[config.mk]
export PLATFORM = sky130hd
export DESIGN_NAME = shufflev_issue_scheduler_flat
export DESIGN_NICKNAME = d
export VERILOG_FILES = /design/src/rtl/shufflev_issue_scheduler_pkg.sv /design/src/rtl/shufflev_issue_scheduler_if.sv /design/src/rtl/shufflev_issue_scheduler_lfsr.sv /design/src/rtl/shufflev_issue_scheduler.sv /design/src/flat_wrapper.sv
export SDC_FILE = /design/constraint.sdc
export NUM_CORES = 1
export LEC_CHECK = 0
export BUFFER_PORTS_ARGS = -buffer_cell sky130_fd_sc_hd__buf_4
export CAP_MARGIN = 40
export CELL_PAD_IN_SITES_DETAIL_PLACEMENT = 1
export CELL_PAD_IN_SITES_GLOBAL_PLACEMENT = 1
export CORE_MARGIN = 10
export CORE_UTILIZATION = 30
export CTS_BUF_LIST = sky130_fd_sc_hd__clkbuf_4 sky130_fd_sc_hd__clkbuf_8
export CTS_CLUSTER_DIAMETER = 150
export DETAILED_ROUTE_END_ITERATION = 7
export PLACE_DENSITY_LB_ADDON = 0.1
export SYNTH_ARGS = -nofsm -noshare
export SYNTH_HDL_FRONTEND = slang
export SYNTH_SLANG_ARGS = --single-unit
[constraint.sdc]
create_clock -name clk_i -period 12.2 [get_ports clk_i]
set_input_delay 1.22 -clock clk_i [delete_from_list [all_inputs] [get_ports clk_i]]
set_output_delay 1.22 -clock clk_i [all_outputs]
set_load 0.01 [all_outputs]
[src/rtl/shufflev_issue_scheduler_pkg.sv]
`default_nettype none
// +----------------------------------------------------------------------------+
// | shufflev_pkg: shared types, LFSR constants and circular first-set search   |
// | Revision: 1.0                                                               |
// +----------------------------------------------------------------------------+
package shufflev_pkg;

  localparam int               LFSR_W            = 16;
  localparam logic [LFSR_W-1:0] LFSR_TAPS        = 16'hB400;
  localparam logic [LFSR_W-1:0] LFSR_SEED_DEFAULT = 16'hACE1;
  localparam int               DEPTH_DEFAULT     = 5;
  localparam int               MAX_DEPTH         = 16;

  typedef struct packed {
    logic valid;
    logic barrier;
  } slot_state_t;

  // Lowest circular distance from start wins; returns 0 when mask is empty.
  function automatic int first_set_circ(input logic [MAX_DEPTH-1:0] mask,
                                        input int                   start,
                                        input int                   depth);
    int res;
    int idx;
    res = 0;
    for (int i = MAX_DEPTH - 1; i >= 0; i--) begin
      if (i < depth) begin
        idx = start + i;
        if (idx >= depth) idx = idx - depth;
        if (mask[4'(idx)]) res = idx;
      end
    end
    return res;
  endfunction

endpackage
`default_nettype wire

[src/rtl/shufflev_issue_scheduler_if.sv]
`default_nettype none
// +----------------------------------------------------------------------------+
// | shufflev_issue_scheduler_if: fetch push / issue pop handshake bundle       |
// | Revision: 1.0                                                               |
// +----------------------------------------------------------------------------+
interface shufflev_issue_scheduler_if
  import shufflev_pkg::*;
#(
  parameter int DEPTH = DEPTH_DEFAULT
);
  localparam int IDX_W = $clog2(DEPTH);

  logic             push_i;
  logic             push_barrier_i;
  logic             push_ready_o;
  logic [IDX_W-1:0] push_idx_o;
  logic             pop_valid_o;
  logic [IDX_W-1:0] pop_idx_o;
  logic             pop_ready_i;

  modport master (
    output push_i, push_barrier_i, pop_ready_i,
    input  push_ready_o, push_idx_o, pop_valid_o, pop_idx_o
  );

  modport slave (
    input  push_i, push_barrier_i, pop_ready_i,
    output push_ready_o, push_idx_o, pop_valid_o, pop_idx_o
  );

endinterface
`default_nettype wire

[src/rtl/shufflev_issue_scheduler_lfsr.sv]
`default_nettype none
// +----------------------------------------------------------------------------+
// | shufflev_lfsr: 16-bit right-shifting Galois LFSR with load and zero guard  |
// | Revision: 1.0                                                               |
// +----------------------------------------------------------------------------+
module shufflev_lfsr
  import shufflev_pkg::*;
#(
  parameter logic [LFSR_W-1:0] SEED = LFSR_SEED_DEFAULT
) (
  input  wire logic              clk_i,
  input  wire logic              rst_ni,
  input  wire logic              load_i,
  input  wire logic [LFSR_W-1:0] seed_i,
  input  wire logic              advance_i,
  output logic      [7:0]        rand_o
);

  localparam logic [LFSR_W-1:0] c_ZERO_SEED_SUB = 16'h0001;

  logic [LFSR_W-1:0] r_lfsr;
  logic [LFSR_W-1:0] w_step;

  assign w_step = (r_lfsr >> 1) ^ (r_lfsr[0] ? LFSR_TAPS : '0);
  assign rand_o = r_lfsr[7:0];

  // An all-zero state would lock up, so a zero seed is replaced.
  always_ff @(posedge clk_i or negedge rst_ni) begin
    if (!rst_ni) begin
      r_lfsr <= SEED;
    end else if (load_i) begin
      r_lfsr <= (seed_i == '0) ? c_ZERO_SEED_SUB : seed_i;
    end else if (advance_i) begin
      r_lfsr <= w_step;
    end
  end

endmodule
`default_nettype wire

[src/rtl/shufflev_issue_scheduler.sv]
`default_nettype none
// +----------------------------------------------------------------------------+
// | shufflev_issue_scheduler: slot allocation and barrier-fenced random issue  |
// | Optional: SHUFFLEV_SCHED_PERF_EN adds saturating out-of-order/flush counts  |
// | Revision: 1.0                                                               |
// +----------------------------------------------------------------------------+
module shufflev_issue_scheduler
  import shufflev_pkg::*;
#(
  parameter int          DEPTH     = DEPTH_DEFAULT,
  parameter logic [15:0] LFSR_SEED = LFSR_SEED_DEFAULT
) (
  input  wire logic                     clk_i,
  input  wire logic                     rst_ni,
  input  wire logic                     flush_i,
  shufflev_issue_scheduler_if.slave     sched_if,
  input  wire logic                     shuffle_en_i,
  input  wire logic                     seed_load_i,
  input  wire logic [LFSR_W-1:0]        seed_i,
  output logic      [$clog2(DEPTH):0]   occupancy_o
`ifdef SHUFFLEV_SCHED_PERF_EN
  ,
  output logic      [31:0]              perf_ooo_cnt_o,
  output logic      [31:0]              perf_flush_cnt_o
`endif
);

  localparam int               IDX_W       = $clog2(DEPTH);
  localparam logic [IDX_W:0]   c_DEPTH_CNT = (IDX_W+1)'(DEPTH);
  localparam logic [IDX_W:0]   c_ONE_CNT   = (IDX_W+1)'(1);
  localparam logic [IDX_W-1:0] c_LAST_IDX  = IDX_W'(DEPTH - 1);

  slot_state_t [DEPTH-1:0] r_slots;
  logic                    r_barrier_pending;
  logic                    r_shuffle_mode;
  logic [IDX_W-1:0]        r_alloc_ptr;
  logic [IDX_W-1:0]        r_head_ptr;

  logic [7:0]              w_rand;
  logic [DEPTH-1:0]        w_valid;
  logic [DEPTH-1:0]        w_barrier;
  logic [DEPTH-1:0]        w_nonbar;
  logic [DEPTH-1:0]        w_cand;
  logic [IDX_W:0]          w_occ;
  logic [IDX_W-1:0]        w_start;
  logic [IDX_W-1:0]        w_push_idx;
  logic [IDX_W-1:0]        w_pop_idx;
  logic                    w_push_ready;
  logic                    w_pop_valid;
  logic                    w_push_hs;
  logic                    w_pop_hs;

  function automatic logic [IDX_W-1:0] f_next_idx(input logic [IDX_W-1:0] idx);
    return (idx == c_LAST_IDX) ? '0 : idx + 1'b1;
  endfunction

  for (genvar gi = 0; gi < DEPTH; gi++) begin : g_slot_bits
    assign w_valid[gi]   = r_slots[gi].valid;
    assign w_barrier[gi] = r_slots[gi].barrier;
  end

  always_comb begin
    w_occ = '0;
    for (int i = 0; i < DEPTH; i++) begin
      w_occ = w_occ + (IDX_W+1)'(w_valid[i]);
    end
  end

  // A barrier only becomes issuable once everything older has drained.
  assign w_nonbar = w_valid & ~w_barrier;
  assign w_cand   = (|w_nonbar) ? w_nonbar : ((w_occ == c_ONE_CNT) ? w_valid : '0);
  assign w_start  = r_shuffle_mode ? IDX_W'(w_rand % 8'(DEPTH)) : r_head_ptr;

  always_comb begin
    w_push_idx = IDX_W'(first_set_circ(MAX_DEPTH'(~w_valid), int'(r_alloc_ptr), DEPTH));
    w_pop_idx  = IDX_W'(first_set_circ(MAX_DEPTH'(w_cand), int'(w_start), DEPTH));
  end

  assign w_push_ready = !flush_i && !r_barrier_pending && (w_occ < c_DEPTH_CNT);
  assign w_pop_valid  = (|w_cand) && !flush_i;
  assign w_push_hs    = sched_if.push_i && w_push_ready;
  assign w_pop_hs     = w_pop_valid && sched_if.pop_ready_i;

  assign sched_if.push_ready_o = w_push_ready;
  assign sched_if.push_idx_o   = w_push_idx;
  assign sched_if.pop_valid_o  = w_pop_valid;
  assign sched_if.pop_idx_o    = w_pop_idx;
  assign occupancy_o           = w_occ;

  shufflev_lfsr #(
    .SEED (LFSR_SEED)
  ) u_lfsr (
    .clk_i     (clk_i),
    .rst_ni    (rst_ni),
    .load_i    (seed_load_i),
    .seed_i    (seed_i),
    .advance_i (w_pop_hs),
    .rand_o    (w_rand)
  );

  // Push allocates from pre-pop state, so the popped slot is never reused in the same cycle.
  always_ff @(posedge clk_i or negedge rst_ni) begin
    if (!rst_ni) begin
      r_slots           <= '0;
      r_barrier_pending <= 1'b0;
      r_alloc_ptr       <= '0;
      r_head_ptr        <= '0;
      r_shuffle_mode    <= 1'b0;
    end else begin
      if (w_occ == '0) r_shuffle_mode <= shuffle_en_i;
      if (flush_i) begin
        r_slots           <= '0;
        r_barrier_pending <= 1'b0;
        r_head_ptr        <= r_alloc_ptr;
      end else begin
        if (w_pop_hs) begin
          r_slots[w_pop_idx] <= '0;
          r_head_ptr         <= f_next_idx(w_pop_idx);
          if (r_slots[w_pop_idx].barrier) r_barrier_pending <= 1'b0;
        end
        if (w_push_hs) begin
          r_slots[w_push_idx] <= slot_state_t'{valid: 1'b1, barrier: sched_if.push_barrier_i};
          r_alloc_ptr         <= f_next_idx(w_push_idx);
          if (sched_if.push_barrier_i) r_barrier_pending <= 1'b1;
        end
      end
    end
  end

`ifdef SHUFFLEV_SCHED_PERF_EN
  logic [31:0] r_perf_ooo;
  logic [31:0] r_perf_flush;

  always_ff @(posedge clk_i or negedge rst_ni) begin
    if (!rst_ni) begin
      r_perf_ooo   <= '0;
      r_perf_flush <= '0;
    end else begin
      if (w_pop_hs && (w_pop_idx != r_head_ptr) && (r_perf_ooo != '1)) begin
        r_perf_ooo <= r_perf_ooo + 32'd1;
      end
      if (flush_i && (r_perf_flush != '1)) begin
        r_perf_flush <= r_perf_flush + 32'd1;
      end
    end
  end

  assign perf_ooo_cnt_o   = r_perf_ooo;
  assign perf_flush_cnt_o = r_perf_flush;
`endif

endmodule
`default_nettype wire

[src/flat_wrapper.sv]
// flat-port wrapper written by rule: the top's interface ports become plain ports
module shufflev_issue_scheduler_flat import shufflev_pkg::*;
#(
  parameter int          DEPTH     = DEPTH_DEFAULT,
  parameter logic [15:0] LFSR_SEED = LFSR_SEED_DEFAULT
)
  (clk_i, rst_ni, flush_i, shuffle_en_i, seed_load_i, seed_i, occupancy_o, sched_if_push_i, sched_if_push_barrier_i, sched_if_pop_ready_i, sched_if_push_ready_o, sched_if_push_idx_o, sched_if_pop_valid_o, sched_if_pop_idx_o);
  shufflev_issue_scheduler_if #(.DEPTH(DEPTH)) sched_if_i ();
  input  wire logic clk_i;
  input  wire logic rst_ni;
  input  wire logic flush_i;
  input  wire logic shuffle_en_i;
  input  wire logic seed_load_i;
  input  wire logic [LFSR_W-1:0] seed_i;
  output logic      [$clog2(DEPTH):0] occupancy_o;
  input wire logic [$bits(sched_if_i.push_i)-1:0] sched_if_push_i;
  input wire logic [$bits(sched_if_i.push_barrier_i)-1:0] sched_if_push_barrier_i;
  input wire logic [$bits(sched_if_i.pop_ready_i)-1:0] sched_if_pop_ready_i;
  output wire logic [$bits(sched_if_i.push_ready_o)-1:0] sched_if_push_ready_o;
  output wire logic [$bits(sched_if_i.push_idx_o)-1:0] sched_if_push_idx_o;
  output wire logic [$bits(sched_if_i.pop_valid_o)-1:0] sched_if_pop_valid_o;
  output wire logic [$bits(sched_if_i.pop_idx_o)-1:0] sched_if_pop_idx_o;
  assign sched_if_i.push_i = sched_if_push_i;
  assign sched_if_i.push_barrier_i = sched_if_push_barrier_i;
  assign sched_if_i.pop_ready_i = sched_if_pop_ready_i;
  assign sched_if_push_ready_o = sched_if_i.push_ready_o;
  assign sched_if_push_idx_o = sched_if_i.push_idx_o;
  assign sched_if_pop_valid_o = sched_if_i.pop_valid_o;
  assign sched_if_pop_idx_o = sched_if_i.pop_idx_o;
  shufflev_issue_scheduler #(.DEPTH(DEPTH), .LFSR_SEED(LFSR_SEED)) u_core (.clk_i(clk_i), .rst_ni(rst_ni), .flush_i(flush_i), .sched_if(sched_if_i), .shuffle_en_i(shuffle_en_i), .seed_load_i(seed_load_i), .seed_i(seed_i), .occupancy_o(occupancy_o));
endmodule
Word level (Yosys, flattened, before mapping)
Cells that the tools add are included.
{"block": "word_totals", "regBits": 34, "latchBits": 0, "mem_bits_rw": 0, "rom_bits": 0, "wordCells": 168, "memories": 0}
{"block": "classes", "add_sub_neg": 24, "mul": 0, "div": 1, "order_cmp": 25, "eq_ne": 3, "n_shift": 0, "n_mux": 77, "bitwise": 7, "n_reduce_logical": 16}
{"operator": "32-bit by 4-bit >= comparator with 1-bit output (second input constant)", "n": 8}
{"operator": "16-bit two-way mux", "n": 4}
{"operator": "4-bit by 6-bit less-than comparator with 1-bit output (second input constant)", "n": 10}
{"operator": "3-bit two-way mux", "n": 15}
{"operator": "1-bit binary-select mux with 4-bit select", "n": 10}
{"operator": "10-bit two-way mux", "n": 4}
{"operator": "4-bit two-way mux", "n": 10}
{"operator": "4-bit by 3-bit subtractor with 4-bit output (second input constant)", "n": 8}
{"operator": "1-bit two-way mux", "n": 26}
{"operator": "3-bit by 2-bit adder with 4-bit output (second input constant)", "n": 4}
{"operator": "16-bit logical NOT", "n": 1}
{"operator": "5-bit inverter with 16-bit output", "n": 1}
{"operator": "15-bit by 16-bit bitwise XOR with 16-bit output", "n": 1}
{"operator": "4-bit by 1-bit adder with 4-bit output", "n": 3}
{"operator": "2-bit demux with 3-bit select", "n": 2}
{"operator": "10-bit AND", "n": 1}
{"operator": "10-bit bitwise mux", "n": 1}
{"operator": "5-bit two-way mux", "n": 2}
{"operator": "10-bit inverter", "n": 1}
{"operator": "5-bit OR reduction", "n": 2}
{"operator": "3-bit by 1-bit adder with 4-bit output (second input constant)", "n": 2}
{"operator": "3-bit by 3-bit adder with 4-bit output (second input constant)", "n": 2}
{"operator": "3-bit by 4-bit less-than comparator with 1-bit output (second input constant)", "n": 2}
{"operator": "8-bit by 3-bit remainder unit with 8-bit output (second input constant)", "n": 1}
{"operator": "other kinds (18)", "n": 32}

Longest topological paths before layout
Gate-level depths: netlist of the first run.
{"block": "logic_depth", "word_depth": 26, "ltp_mapped": 46}

Hierarchy
Synthesis of the first run repeated with hierarchy kept, for this count alone.
{"block": "unflattened", "cells_unflattened": 684, "area_unflattened_um2": 5382.7}
{"mod": "shufflev_issue_scheduler", "n_inst": 1, "cells_per_inst": 598, "area_each_um2": 4474.3, "seq_area_each_um2": 450.4}
{"mod": "shufflev_lfsr", "n_inst": 1, "cells_per_inst": 86, "area_each_um2": 908.4, "seq_area_each_um2": 410.4}

Least setup slack after synthesis of the first run
OpenSTA, ideal clock, no wires.
{"block": "synth_path", "kind": "reg-to-output", "startpoint": "register u_core.u_lfsr.r_lfsr[6]", "endpoint": "output port sched_if_pop_idx_o[0]", "arrival_ns": 7.647, "t_required_ns": 10.980, "path_slack_ns": 3.333, "path_stages_with_launch": 39, "path_buffers": 5, "cell_sequence": "dfstp_2 -> buf_2 -> clkbuf_1 -> inv_1 -> ha_1 -> clkbuf_1 -> or3b_2 -> nor4_1 -> o32a_1 -> a21oi_1 -> o21ai_0 -> nand2_1 -> inv_1 -> ha_1 -> o21ai_0 -> a21oi_1 -> o21a_1 -> a21oi_1 -> [3 not listed] -> nand2b_1 -> o21ai_0 -> and3_1 -> mux2i_2 -> buf_6 -> nand2_2 -> buf_6 -> ha_1 -> and3_1 -> a22o_1 -> a211oi_1 -> nor3_1 -> o211ai_1 -> a32oi_1 -> or2_4 -> or2_2 -> o21ai_2 -> inv_1"}
{"block": "synth_between", "elab_chain_cells": 13, "elab_cells_between_ends": 41, "cone_classes": "add/sub (9); div (1); order compare (5); mux (26)"}
{"element": "from (decl)", "line": "shufflev_issue_scheduler_lfsr.sv:21", "source": "logic [LFSR_W-1:0] r_lfsr;"}
{"element": "from (signal assigned)", "line": "shufflev_issue_scheduler_lfsr.sv:32", "source": "r_lfsr <= (seed_i == '0) ? c_ZERO_SEED_SUB : seed_i;"}
{"element": "from (signal assigned)", "line": "shufflev_issue_scheduler_lfsr.sv:34", "source": "r_lfsr <= w_step;"}
{"element": "8-bit by 3-bit remainder unit with 8-bit output *", "line": "shufflev_issue_scheduler.sv:72", "source": "assign w_start = r_shuffle_mode ? IDX_W'(w_rand % 8'(DEPTH)) : r_head_ptr;"}
{"element": "3-bit two-way mux *", "line": "shufflev_issue_scheduler.sv:72"}
{"element": "3-bit by 3-bit adder with 4-bit output", "line": "shufflev_issue_scheduler_pkg.sv:28", "source": "idx = start + i;"}
{"element": "32-bit by 4-bit >= comparator with 1-bit output or 4-bit by 3-bit subtractor with 4-bit output (tied branches)", "line": "shufflev_issue_scheduler_pkg.sv:29", "source": "if (idx >= depth) idx = idx - depth;"}
{"element": "4-bit two-way mux", "line": "shufflev_issue_scheduler_pkg.sv:29"}
{"element": "1-bit binary-select mux with 4-bit select", "line": "shufflev_issue_scheduler_pkg.sv:30", "source": "if (mask[4'(idx)]) res = idx;"}
{"element": "1-bit two-way mux (not written as such) (2 in a row)", "line": "shufflev_issue_scheduler_pkg.sv:30"}
{"element": "3-bit two-way mux (4 in a row)", "line": "shufflev_issue_scheduler_pkg.sv:30"}
{"element": "3-bit two-way mux *", "line": "shufflev_issue_scheduler_pkg.sv:30"}
{"element": "to (decl)", "line": "flat_wrapper.sv:22", "source": "output wire logic [$bits(sched_if_i.pop_idx_o)-1:0] sched_if_pop_idx_o;"}
Mark *: on every way between the ends. The rest lies on a longest branch, timed or not. The select of a mux whose other input is x is not followed.

Worst setup path after layout of the first run
Ends and elaborated chain as after synthesis.

==> results of run 1 <==
[cell usage after synthesis, drive strengths merged (15+ instances only)]
| cell type | instances |
|---|---|
| nand2 | 72 |
| a21oi | 56 |
| o21ai | 56 |
| inv | 53 |
| ha | 41 |
| nor2 | 41 |
| clkbuf | 26 |
| dfrtp | 26 |
| mux2i | 21 |
| nand3 | 17 |
| nor3 | 17 |
| o211ai | 15 |
[flip-flops by register name, summed over array words and instances (netlist names)]
register and count:
u_core.r_alloc_ptr 3, u_core.r_barrier_pending 1, u_core.r_head_ptr 3, u_core.r_shuffle_mode 1
u_core.r_slots 10, u_core.u_lfsr.r_lfsr 16
[through the flow]
stage	worst slack (ps)	cell area, um2	utilization
after global routing	806	5940	0.332
after CTS	1600	5940	0.332
after detailed placement	1960	5830	0.326
after global placement	2400	5830	0.326
after floorplan	3330	5450	-
final	1520	5940	0.332
[cell families after synthesis]
family	share of synthesized area
other	0.000688
xor gates and xnor gates	0.0193
muxes	0.0620
adders and majority gates	0.109
buffers and inverters	0.0700
and+or+nand+nor	0.227
DFF	0.158
AOI/OAI and AO/OA	0.354
[final timing paths]
path / startpoint / end / slack [ps]
worst max-delay path: u_core.u_lfsr.r_lfsr[6] / sched_if_pop_idx_o[0] / 1520
worst min-delay path: u_core.u_lfsr.r_lfsr[10] / u_core.u_lfsr.r_lfsr[10] / 560
worst max register to register: u_core.u_lfsr.r_lfsr[6] / u_core.r_head_ptr[2] / 2610
worst min register to register: u_core.u_lfsr.r_lfsr[10] / u_core.u_lfsr.r_lfsr[10] / 560
max in group asynchronous: rst_ni / u_core.u_lfsr.r_lfsr[0] / 10980
min in group asynchronous: rst_ni / u_core.r_alloc_ptr[2] / 860
[worst max-delay path: cells and delay by family, from the launching register on]
kind	cells	cell delay, ps
AND/OR/NAND/NOR	12	3130
AO/OA/AOI/OAI	13	2950
flip-flops	1	710
multiplexers	1	640
buffers and inverters	4	510
adder cells (fa/ha/maj)	4	1210
[area by class of cell]
cell class / instances / area (um2)
tap: 229 / 287
fill: 2198 / 12000
clock buffer: 8 / 110
inverter: 53 / 204
timing repair buffer: 36 / 270
sequential: 34 / 861
multi-input combinational: 592 / 4210
[routing by layer]
metal / track usage / up-vias
met5: 0 / -
met4: 0.0319 / 0
met3: 0.0177 / 19
met2: 0.268 / 103
met1: 0.202 / 2805
li1: - / 2707
==> report_table.html, run 1 <==
<table>
<tr><th>Metric</th><th>Value</th></tr>
<tr><th colspan="2">Run status</th></tr>
<tr><td>Outcome</td><td>finished clean</td></tr>
<tr><th colspan="2">Synthesis</th></tr>
<tr><td>Syn Std Cell Area</td><td>5450 um2</td></tr>
<tr><td>Most used flip-flop cell after synthesis</td><td>sky130_fd_sc_hd__dfrtp_1</td></tr>
<tr><td>Synthesized area per cell</td><td>7.60 um2</td></tr>
<tr><td>Number of enable flip-flop cells after synthesis</td><td>0</td></tr>
<tr><td>Post-Synthesis Cells</td><td>717</td></tr>
<tr><td>Cells taking the most area after synthesis</td><td>sky130_fd_sc_hd__dfrtp_1, sky130_fd_sc_hd__ha_1, sky130_fd_sc_hd__a21oi_1</td></tr>
<tr><td>Sequential fraction of the synthesis area</td><td>0.158</td></tr>
<tr><td>Warnings, synthesis</td><td>0</td></tr>
<tr><td>FF+latch count, synth</td><td>34</td></tr>
<tr><td>Largest area contributor in the netlist</td><td>sky130_fd_sc_hd__dfrtp_1</td></tr>
<tr><td>Mapped Nets</td><td>786</td></tr>
<tr><td>Share of the synthesized area in the top cell type</td><td>0.119</td></tr>
<tr><td>Netlist cell types</td><td>104</td></tr>
<tr><td>Async set or reset register ratio after synthesis</td><td>1.00</td></tr>
<tr><th colspan="2">CTS</th></tr>
<tr><td>Total clock sinks</td><td>34</td></tr>
<tr><td>Clock Latency Late Sink</td><td>300 ps</td></tr>
<tr><td>H-tree level count</td><td>2</td></tr>
<tr><td>Cts hold-fix bufs</td><td>0</td></tr>
<tr><td>Max Buffers Root-to-Sink</td><td>2</td></tr>
<tr><td>Setup Fix Bufs, Post-CTS</td><td>0</td></tr>
<tr><td>Number of instances resized during post-cts repair</td><td>0</td></tr>
<tr><td>CTS tree</td><td>yes</td></tr>
<tr><td>Num CTS Buffers</td><td>5</td></tr>
<tr><td>Clock transition at the registers of the reported paths</td><td>70 ps</td></tr>
<tr><td>Root buffer cell</td><td>sky130_fd_sc_hd__clkbuf_8</td></tr>
<tr><th colspan="2">Final layout</th></tr>
<tr><td>Post-Layout Cell Count</td><td>952</td></tr>
<tr><td>Commonest non-fill, non-tap cells in the layout</td><td>sky130_fd_sc_hd__nand2_1, sky130_fd_sc_hd__a21oi_1, sky130_fd_sc_hd__o21ai_0, sky130_fd_sc_hd__inv_1</td></tr>
<tr><td>Commonest non-fill, non-tap cell in the layout</td><td>sky130_fd_sc_hd__nand2_1</td></tr>
<tr><td>Share of post-route cells with drive strength above 1</td><td>0.140</td></tr>
<tr><td>Antenna fix cells</td><td>0</td></tr>
<tr><td>P&amp;R area growth vs syn</td><td>8.97%</td></tr>
<tr><td>Number of nets in the final layout</td><td>791</td></tr>
<tr><th colspan="2">STA</th></tr>
<tr><td>Total negative setup slack</td><td>0 ps</td></tr>
<tr><td>Final number of max-transition violations</td><td>0</td></tr>
<tr><td>Final cycle utilization of the critical path</td><td>0.875</td></tr>
<tr><td>Worst slew margin relative to its limit</td><td>0.449</td></tr>
<tr><td>Number of endpoints with negative hold slack in the final report</td><td>0</td></tr>
<tr><td>Worst slew pin tran</td><td>810 ps</td></tr>
<tr><td>Worst setup skew after layout</td><td>11.3 ps</td></tr>
<tr><td>Unrepaired setup endpoints after global routing</td><td>false</td></tr>
<tr><td>Total setup violations reported at the end of the flow</td><td>0</td></tr>
<tr><td>Time the final worst path needs with I/O delays and setup</td><td>10680 ps</td></tr>
<tr><td>Peak Freq</td><td>93.7 MHz</td></tr>
<tr><td>Worst hold-check slack</td><td>565 ps</td></tr>
<tr><th colspan="2">Worst setup path</th></tr>
<tr><td>Cell count of the worst reg-to-reg path</td><td>37</td></tr>
<tr><td>Cell with the largest stage delay on the worst path</td><td>sky130_fd_sc_hd__dfstp_2</td></tr>
<tr><td>Endpoint type of the worst setup path</td><td>output pin</td></tr>
<tr><td>Kind of start point of the critical path</td><td>flop</td></tr>
<tr><td>Crit path max fanout</td><td>19</td></tr>
<tr><td>Worst EP required</td><td>10980 ps</td></tr>
<tr><td>Critical path class</td><td>flop to output pin</td></tr>
<tr><td>Cell occurring most often along the worst timing path</td><td>sky130_fd_sc_hd__ha_1</td></tr>
<tr><td>Endpoint arrival time on the critical path</td><td>9460 ps</td></tr>
<tr><td>CP peak stage delay</td><td>710 ps</td></tr>
<tr><th colspan="2">Drt</th></tr>
<tr><td>Wire length after detailed routing</td><td>19.1 mm</td></tr>
<tr><td>Remaining antenna violation count after routing</td><td>0</td></tr>
<tr><td>Top routing layer in use</td><td>met4</td></tr>
<tr><td>Routed metal-1 wire length</td><td>8.91 mm</td></tr>
<tr><td>Routed vias/inst</td><td>5.92</td></tr>
<tr><td>Average routed wire per standard cell</td><td>20.1 um</td></tr>
<tr><td>Total iterations of the first detailed-routing run</td><td>4</td></tr>
<tr><td>Count of vias placed by the detailed router</td><td>5634</td></tr>
<tr><td>Sum of met3 wire segment lengths after detailed routing</td><td>565 um</td></tr>
<tr><td>Routed wl met2</td><td>9.35 mm</td></tr>
<tr><td>DRT iter0 DRCs</td><td>300</td></tr>
<tr><td>Number of design rule violations left after detail routing</td><td>0</td></tr>
<tr><th colspan="2">Die</th></tr>
<tr><td>Number of placed I/O pins</td><td>36</td></tr>
<tr><td>Placeable Area</td><td>17900 um2</td></tr>
<tr><td>Die Footprint</td><td>24000 um2</td></tr>
<tr><td>Width of the die</td><td>155 um</td></tr>
<tr><td>Number of standard-cell rows in the floorplan</td><td>49</td></tr>
<tr><td>Height of the die</td><td>155 um</td></tr>
<tr><td>Effective utilization at floorplan</td><td>0.305</td></tr>
<tr><th colspan="2">Global routing</th></tr>
<tr><td>Total global routing track utilization</td><td>0.155</td></tr>
<tr><td>GRT overflow</td><td>0</td></tr>
<tr><td>Largest net degree at the start of global routing</td><td>35</td></tr>
<tr><td>Via count of the first global-routing pass</td><td>5772</td></tr>
<tr><td>First-pass GRT wire length</td><td>31.1 mm</td></tr>
<tr><td>Number of antenna violations at the first check in global routing</td><td>0</td></tr>
<tr><th colspan="2">Place</th></tr>
<tr><td>Sum of net half-perimeters after detailed placement</td><td>15.0 mm</td></tr>
<tr><td>Buffers on Ports</td><td>34</td></tr>
<tr><td>Routability Congestion</td><td>0.907</td></tr>
<tr><td>Inst Count DP</td><td>944</td></tr>
<tr><th colspan="2">Hold path</th></tr>
<tr><td>Worst hold path cell count</td><td>2</td></tr>
<tr><td>Worst Hold Class</td><td>flop to flop</td></tr>
<tr><th colspan="2">Run</th></tr>
<tr><td>Max-capacitance violation count</td><td>0</td></tr>
</table>
Power of run 1 is not shown: default switching activity piles up to over one toggle a cycle in this logic, so the estimate is an artifact.
==> inputs of run 2 (changes only) <==
Clock period 12.2 ns to 10.5 ns, I/O delays scaled along.
==> run 2 against run 1 <==
Critical path depth is 6 higher. Sequential share of layout area about the same. Utilization up 0.13 points.
==> report_table.html, run 2 (synthesized netlist as in run 1, its figures left out) <==
<table>
<tr><th>Metric</th><th>Value</th></tr>
<tr><th colspan="2">Run status</th></tr>
<tr><td>Outcome</td><td>finished clean</td></tr>
<tr><th colspan="2">Final layout</th></tr>
<tr><td>Commonest non-fill, non-tap cells in the layout</td><td>sky130_fd_sc_hd__nand2_1, sky130_fd_sc_hd__a21oi_1, sky130_fd_sc_hd__o21ai_0, sky130_fd_sc_hd__inv_1</td></tr>
<tr><td>Number of nets in the final layout</td><td>792 (+0.13%)</td></tr>
<tr><td>Biggest registers after layout</td><td>u_core.u_lfsr.r_lfsr (16), u_core.r_slots (10)</td></tr>
<tr><td>P&amp;R area growth vs syn</td><td>9.41%</td></tr>
<tr><td>Flip-flop count of the largest register, all copies and words added</td><td>16 (unchanged)</td></tr>
<tr><td>Share of post-route cells with drive strength above 1</td><td>0.145 (+0.00533)</td></tr>
<tr><td>Commonest non-fill, non-tap cell in the layout</td><td>sky130_fd_sc_hd__nand2_1</td></tr>
<tr><td>Biggest register</td><td>u_core.u_lfsr.r_lfsr</td></tr>
<tr><td>Antenna fix cells</td><td>0 (unchanged)</td></tr>
<tr><th colspan="2">Worst setup path</th></tr>
<tr><td>Endpoint type of the worst setup path</td><td>output pin</td></tr>
<tr><td>Cell with the largest stage delay on the worst path</td><td>sky130_fd_sc_hd__dfstp_4</td></tr>
<tr><td>Cell occurring most often along the worst timing path</td><td>sky130_fd_sc_hd__ha_1</td></tr>
<tr><td>Crit path max fanout</td><td>19 (unchanged)</td></tr>
<tr><td>CP peak stage delay</td><td>710 ps (about the same)</td></tr>
<tr><td>Worst EP required</td><td>9450 ps (-1530 ps)</td></tr>
<tr><td>Critical path class</td><td>flop to output pin</td></tr>
<tr><td>Endpoint arrival time on the critical path</td><td>8690 ps (-770 ps)</td></tr>
<tr><td>Kind of start point of the critical path</td><td>flop</td></tr>
<tr><th colspan="2">Global routing</th></tr>
<tr><td>First-pass GRT wire length</td><td>30.8 mm (-1.2%)</td></tr>
<tr><td>Met2 Track Usage GR</td><td>0.260 (-0.00795)</td></tr>
<tr><td>Number of antenna violations at the first check in global routing</td><td>0 (unchanged)</td></tr>
<tr><td>Most utilized layer in the global route result</td><td>met2</td></tr>
<tr><td>Met1 capacity usage during global routing</td><td>0.199 (-0.00235)</td></tr>
<tr><td>Total global routing track utilization</td><td>0.152 (-0.00253)</td></tr>
<tr><td>Via count of the first global-routing pass</td><td>5674 (-1.7%)</td></tr>
<tr><td>Grt met3 use</td><td>0.0214 (+0.00361)</td></tr>
<tr><td>GRT overflow</td><td>0 (unchanged)</td></tr>
<tr><td>Largest net degree at the start of global routing</td><td>35 (unchanged)</td></tr>
<tr><th colspan="2">STA</th></tr>
<tr><td>Peak Freq</td><td>103 MHz</td></tr>
<tr><td>Worst setup skew after layout</td><td>3.45 ps (-7.89 ps)</td></tr>
<tr><td>Unrepaired setup endpoints after global routing</td><td>false</td></tr>
<tr><td>Number of endpoints with negative hold slack in the final report</td><td>0 (unchanged)</td></tr>
<tr><td>Total setup violations reported at the end of the flow</td><td>0 (unchanged)</td></tr>
<tr><td>Total negative setup slack</td><td>0 ps (unchanged)</td></tr>
<tr><td>Time the final worst path needs with I/O delays and setup</td><td>9740 ps</td></tr>
<tr><td>Worst slew pin tran</td><td>773 ps (-37.0 ps)</td></tr>
<tr><td>Slack of the critical path</td><td>765 ps (-757 ps)</td></tr>
<tr><td>Final number of max-transition violations</td><td>0 (unchanged)</td></tr>
<tr><td>Worst slew margin relative to its limit</td><td>0.483 (+0.0341)</td></tr>
<tr><td>Final cycle utilization of the critical path</td><td>0.927</td></tr>
<tr><th colspan="2">CTS</th></tr>
<tr><td>Total clock sinks</td><td>34 (unchanged)</td></tr>
<tr><td>CTS tree</td><td>yes</td></tr>
<tr><td>Setup Fix Bufs, Post-CTS</td><td>0 (unchanged)</td></tr>
<tr><td>Clock transition at the registers of the reported paths</td><td>70 ps (about the same)</td></tr>
<tr><td>Max Buffers Root-to-Sink</td><td>2 (unchanged)</td></tr>
<tr><td>Cts hold-fix bufs</td><td>0 (unchanged)</td></tr>
<tr><td>H-tree level count</td><td>2 (unchanged)</td></tr>
<tr><td>Number of instances resized during post-cts repair</td><td>0 (unchanged)</td></tr>
<tr><td>Root buffer cell</td><td>sky130_fd_sc_hd__clkbuf_8</td></tr>
<tr><td>Clock Latency Late Sink</td><td>280 ps (-20 ps)</td></tr>
<tr><td>Num CTS Buffers</td><td>5 (unchanged)</td></tr>
<tr><th colspan="2">Die</th></tr>
<tr><td>Number of standard-cell rows in the floorplan</td><td>49 (unchanged)</td></tr>
<tr><td>Number of placed I/O pins</td><td>36 (unchanged)</td></tr>
<tr><td>Effective utilization at floorplan</td><td>0.305 (unchanged)</td></tr>
<tr><td>Height of the die</td><td>155 um (unchanged)</td></tr>
<tr><td>Placeable Area</td><td>17900 um2 (unchanged)</td></tr>
<tr><td>Width of the die</td><td>155 um (unchanged)</td></tr>
<tr><td>Die Footprint</td><td>24000 um2 (unchanged)</td></tr>
<tr><th colspan="2">Drt</th></tr>
<tr><td>Number of design rule violations left after detail routing</td><td>0 (unchanged)</td></tr>
<tr><td>Average routed wire per standard cell</td><td>19.9 um (-0.86%)</td></tr>
<tr><td>Remaining antenna violation count after routing</td><td>0 (unchanged)</td></tr>
<tr><td>Total iterations of the first detailed-routing run</td><td>4 (unchanged)</td></tr>
<tr><td>DRT iter0 DRCs</td><td>289 (-3.7%)</td></tr>
<tr><td>Wire length after detailed routing</td><td>18.9 mm (-0.75%)</td></tr>
<tr><td>Count of vias placed by the detailed router</td><td>5586 (-0.85%)</td></tr>
<tr><td>Routed vias/inst</td><td>5.86 (-0.96%)</td></tr>
<tr><th colspan="2">Place</th></tr>
<tr><td>Buffers on Ports</td><td>34 (unchanged)</td></tr>
<tr><td>Sum of net half-perimeters after detailed placement</td><td>14.8 mm (-1.3%)</td></tr>
<tr><td>Placement Setup Slack</td><td>663 ps (-1300 ps)</td></tr>
<tr><td>Routability Congestion</td><td>0.890 (-1.8%)</td></tr>
<tr><th colspan="2">Hold path</th></tr>
<tr><td>Worst Hold Class</td><td>flop to flop</td></tr>
<tr><th colspan="2">Run</th></tr>
<tr><td>Max-capacitance violation count</td><td>0 (unchanged)</td></tr>
</table>
[run 2: worst paths after layout]
kind,start,end,slack [ps],cells after the start
max,u_core.u_lfsr.r_lfsr[6],sched_if_pop_idx_o[2],760,40
min,u_core.u_lfsr.r_lfsr[10],u_core.u_lfsr.r_lfsr[10],560,2
max reg2reg,u_core.u_lfsr.r_lfsr[6],u_core.r_head_ptr[1],1660,40
min reg2reg,u_core.u_lfsr.r_lfsr[10],u_core.u_lfsr.r_lfsr[10],560,2
max in group asynchronous,rst_ni,u_core.u_lfsr.r_lfsr[5],9440,1
min in group asynchronous,rst_ni,u_core.u_lfsr.r_lfsr[9],710,1
[run 2: area by class of cell]
type | count | area, um2
fillers | 2224 | 11900
multi-input cells | 592 | 4240
repair buffers | 37 | 278
clock buffers | 7 | 90.1
well taps | 229 | 287
flip-flops and latches | 34 | 865
clock inverters | 1 | 5.00
inverters | 53 | 204
[run 2: metrics by stage]
stage / util / hold WS, ps / instance area [um2] / instances
after CTS: 0.331 / 573 / 5930 / 953
after detailed placement: 0.326 / 562 / 5840 / 945
after global routing: 0.333 / 606 / 5970 / 953
final: 0.333 / 563 / 5970 / 953
after global placement: 0.326 / 547 / 5840 / 945
after floorplan: - / 518 / 5450 / 717
[run 2: worst max-delay path: cells and delay by family (launching register included)]
family,cells,cell delay [ps]
adders and majority gates,5,1350
buffers and inverters,7,1020
and+or+nand+nor,12,2470
AOI/OAI and AO/OA,13,2270
DFF,1,710
muxes,3,560
[run 2: metal layers]
metal  vias up  part of all wire
met5         -                 0
met1      2779              0.47
li1       2697                 -
met4         0             0.012
met3        14             0.035
met2        96              0.48
Power of run 2 is left out for the same reason.
==> inputs of run 3 (changes only) <==
Settings changed: BUFFER_PORTS_ARGS -buffer_cell sky130_fd_sc_hd__buf_4 to -buffer_cell sky130_fd_sc_hd__buf_2, MAX_ROUTING_LAYER set to met4, RECOVER_POWER set to 100.
==> run 3 against run 2 <==
The flow now finishes with violations (max-capacitance violations, max-slew violations). Critical path type unchanged. Worst setup slack lost 27 ps. Via count grew 1.1%. Fmax shrank 0.28%. Largest cell class unchanged. Clock skew is essentially flat. Sequential cell count is the same. Wire length grew 0.66%. Utilization shrank 0.55 points. Global-route usage grew 0.55 points. Die area is the same.
==> report_table.html, run 3 (synthesized netlist as in run 1, its figures left out) <==
<table>
<tr><th>Metric</th><th>Value</th></tr>
<tr><th colspan="2">CTS</th></tr>
<tr><td>CTS tree</td><td>yes</td></tr>
<tr><td>Num CTS Buffers</td><td>5 (unchanged)</td></tr>
<tr><td>Clock Latency Late Sink</td><td>290 ps (about the same)</td></tr>
<tr><td>Cts hold-fix bufs</td><td>0 (unchanged)</td></tr>
<tr><td>Root buffer cell</td><td>sky130_fd_sc_hd__clkbuf_8</td></tr>
<tr><td>Clock transition at the registers of the reported paths</td><td>70 ps (about the same)</td></tr>
<tr><td>Total clock sinks</td><td>34 (unchanged)</td></tr>
<tr><td>Max Buffers Root-to-Sink</td><td>2 (unchanged)</td></tr>
<tr><td>H-tree level count</td><td>2 (unchanged)</td></tr>
<tr><td>Setup Fix Bufs, Post-CTS</td><td>0 (unchanged)</td></tr>
<tr><td>Number of instances resized during post-cts repair</td><td>0 (unchanged)</td></tr>
<tr><th colspan="2">Die</th></tr>
<tr><td>Width of the die</td><td>155 um (unchanged)</td></tr>
<tr><td>Number of placed I/O pins</td><td>36 (unchanged)</td></tr>
<tr><td>Effective utilization at floorplan</td><td>0.305 (unchanged)</td></tr>
<tr><td>Number of standard-cell rows in the floorplan</td><td>49 (unchanged)</td></tr>
<tr><td>Height of the die</td><td>155 um (unchanged)</td></tr>
<tr><td>Placeable Area</td><td>17900 um2 (unchanged)</td></tr>
<tr><td>Die Footprint</td><td>24000 um2 (unchanged)</td></tr>
<tr><th colspan="2">Worst setup path</th></tr>
<tr><td>Endpoint type of the worst setup path</td><td>output pin</td></tr>
<tr><td>Endpoint arrival time on the critical path</td><td>8710 ps (+20 ps)</td></tr>
<tr><td>Kind of start point of the critical path</td><td>flop</td></tr>
<tr><td>CP peak stage delay</td><td>720 ps (about the same)</td></tr>
<tr><td>Worst EP required</td><td>9450 ps (about the same)</td></tr>
<tr><td>Critical path class</td><td>flop to output pin</td></tr>
<tr><td>Crit path max fanout</td><td>19 (unchanged)</td></tr>
<tr><td>Cell with the largest stage delay on the worst path</td><td>sky130_fd_sc_hd__dfstp_4</td></tr>
<tr><th colspan="2">STA</th></tr>
<tr><td>Total negative setup slack</td><td>0 ps (unchanged)</td></tr>
<tr><td>Total setup violations reported at the end of the flow</td><td>0 (unchanged)</td></tr>
<tr><td>Final number of max-transition violations</td><td>35 (+35)</td></tr>
<tr><td>Unrepaired setup endpoints after global routing</td><td>false</td></tr>
<tr><td>Peak Freq</td><td>102 MHz (-0.28%)</td></tr>
<tr><td>Number of endpoints with negative hold slack in the final report</td><td>0 (unchanged)</td></tr>
<tr><td>Worst slew margin relative to its limit</td><td>-0.267 (-0.750)</td></tr>
<tr><td>Worst slew pin tran</td><td>1900 ps (+1130 ps)</td></tr>
<tr><td>Time the final worst path needs with I/O delays and setup</td><td>9760 ps (+27.3 ps)</td></tr>
<tr><td>Worst setup skew after layout</td><td>3.81 ps (+0.366 ps)</td></tr>
<tr><td>Final cycle utilization of the critical path</td><td>0.930 (+0.00260)</td></tr>
<tr><th colspan="2">Global routing</th></tr>
<tr><td>Total global routing track utilization</td><td>0.158 (+0.00553)</td></tr>
<tr><td>GRT overflow</td><td>0 (unchanged)</td></tr>
<tr><td>Number of antenna violations at the first check in global routing</td><td>0 (unchanged)</td></tr>
<tr><td>Via count of the first global-routing pass</td><td>5655 (-0.33%)</td></tr>
<tr><td>Largest net degree at the start of global routing</td><td>35 (unchanged)</td></tr>
<tr><td>First-pass GRT wire length</td><td>30.8 mm (+0.22%)</td></tr>
<tr><th colspan="2">Drt</th></tr>
<tr><td>Number of design rule violations left after detail routing</td><td>0 (unchanged)</td></tr>
<tr><td>Remaining antenna violation count after routing</td><td>0 (unchanged)</td></tr>
<tr><td>Average routed wire per standard cell</td><td>20.0 um (+0.66%)</td></tr>
<tr><td>Wire length after detailed routing</td><td>19.1 mm (+0.66%)</td></tr>
<tr><td>Routed vias/inst</td><td>5.93 (+1.1%)</td></tr>
<tr><td>Total iterations of the first detailed-routing run</td><td>4 (unchanged)</td></tr>
<tr><td>DRT iter0 DRCs</td><td>395 (+37%)</td></tr>
<tr><td>Count of vias placed by the detailed router</td><td>5648 (+1.1%)</td></tr>
<tr><th colspan="2">Final layout</th></tr>
<tr><td>Post-Layout Cell Count</td><td>953 (unchanged)</td></tr>
<tr><td>P&amp;R area growth vs syn</td><td>7.62%</td></tr>
<tr><td>Biggest registers after layout</td><td>u_core.u_lfsr.r_lfsr (16), u_core.r_slots (10)</td></tr>
<tr><td>Commonest non-fill, non-tap cells in the layout</td><td>sky130_fd_sc_hd__nand2_1, sky130_fd_sc_hd__a21oi_1, sky130_fd_sc_hd__o21ai_0, sky130_fd_sc_hd__inv_1, sky130_fd_sc_hd__nor2_1</td></tr>
<tr><td>Number of nets in the final layout</td><td>792 (unchanged)</td></tr>
<tr><td>Flip-flop count of the largest register, all copies and words added</td><td>16 (unchanged)</td></tr>
<tr><td>Post-layout instance area</td><td>5870 um2 (-1.6%)</td></tr>
<tr><td>Antenna fix cells</td><td>0 (unchanged)</td></tr>
<tr><td>Commonest non-fill, non-tap cell in the layout</td><td>sky130_fd_sc_hd__nand2_1</td></tr>
<tr><td>Share of post-route cells with drive strength above 1</td><td>0.130 (-0.0152)</td></tr>
<tr><td>Biggest register</td><td>u_core.u_lfsr.r_lfsr</td></tr>
<tr><th colspan="2">Run status</th></tr>
<tr><td>Outcome</td><td>complete, but fails checks</td></tr>
<tr><td>Violations in the final reports</td><td>max-capacitance violations, max-slew violations</td></tr>
<tr><th colspan="2">Place</th></tr>
<tr><td>Inst Count DP</td><td>945 (unchanged)</td></tr>
<tr><td>Routability Congestion</td><td>0.917 (+3.0%)</td></tr>
<tr><td>DP Area</td><td>5750 um2 (-1.5%)</td></tr>
<tr><td>Sum of net half-perimeters after detailed placement</td><td>14.8 mm (-0.20%)</td></tr>
<tr><td>Buffers on Ports</td><td>34 (unchanged)</td></tr>
<tr><th colspan="2">Run</th></tr>
<tr><td>Max-capacitance violation count</td><td>1 (+1)</td></tr>
<tr><th colspan="2">Hold path</th></tr>
<tr><td>Worst Hold Class</td><td>flop to flop</td></tr>
</table>
==> run 3: worst paths after layout <==
check	from	end	slack [ps]	cells past startpoint
min in group asynchronous	rst_ni	u_core.u_lfsr.r_lfsr[9]	1280	1
setup / recovery	u_core.u_lfsr.r_lfsr[6]	sched_if_pop_idx_o[0]	740	39
setup reg to reg	u_core.u_lfsr.r_lfsr[6]	u_core.r_barrier_pending	1560	37
hold / removal	u_core.u_lfsr.r_lfsr[10]	u_core.u_lfsr.r_lfsr[10]	560	2
hold reg to reg	u_core.u_lfsr.r_lfsr[10]	u_core.u_lfsr.r_lfsr[10]	560	2
max in group asynchronous	rst_ni	u_core.r_slots[8]	8130	1
==> run 3: per-layer routing <==
metal | part of all wire | global-route usage | vias to the layer above
met5 | 0 | - | -
met4 | 0.018 | 0.0382 | 0
met3 | 0.023 | 0.0128 | 23
met2 | 0.47 | 0.258 | 95
met1 | 0.49 | 0.207 | 2822
li1 | - | - | 2708
==> run 3: cell type report <==
class / instances / area (um2)
clock buffer: 5 / 68.8
sequential: 34 / 865
inverter: 53 / 204
clock inverter: 3 / 40.0
fill: 2221 / 12000
timing repair buffer: 37 / 183
tap: 229 / 287
multi-input combinational: 592 / 4220
==> run 3: per-stage QoR <==
| step | hold WS (ps) | util | setup WS, ps |
|---|---|---|---|
| floorplan | 518 | - | 1800 |
| global placement | 548 | 0.321 | 1120 |
| detailed placement | 562 | 0.321 | 783 |
| CTS | 571 | 0.328 | 441 |
| global route | 614 | 0.328 | 29.4 |
| finish | 557 | 0.328 | 737 |
==> run 3: worst max-delay path, delay by kind of cell, from the launching register on <==
family	cells	cell delay, ps
compound gates	12	2340
simple gates	12	2490
fa+ha+maj	5	1350
flops	1	720
mux	3	500
buf+inv	7	1010
Power of run 3 is left out for the same reason.
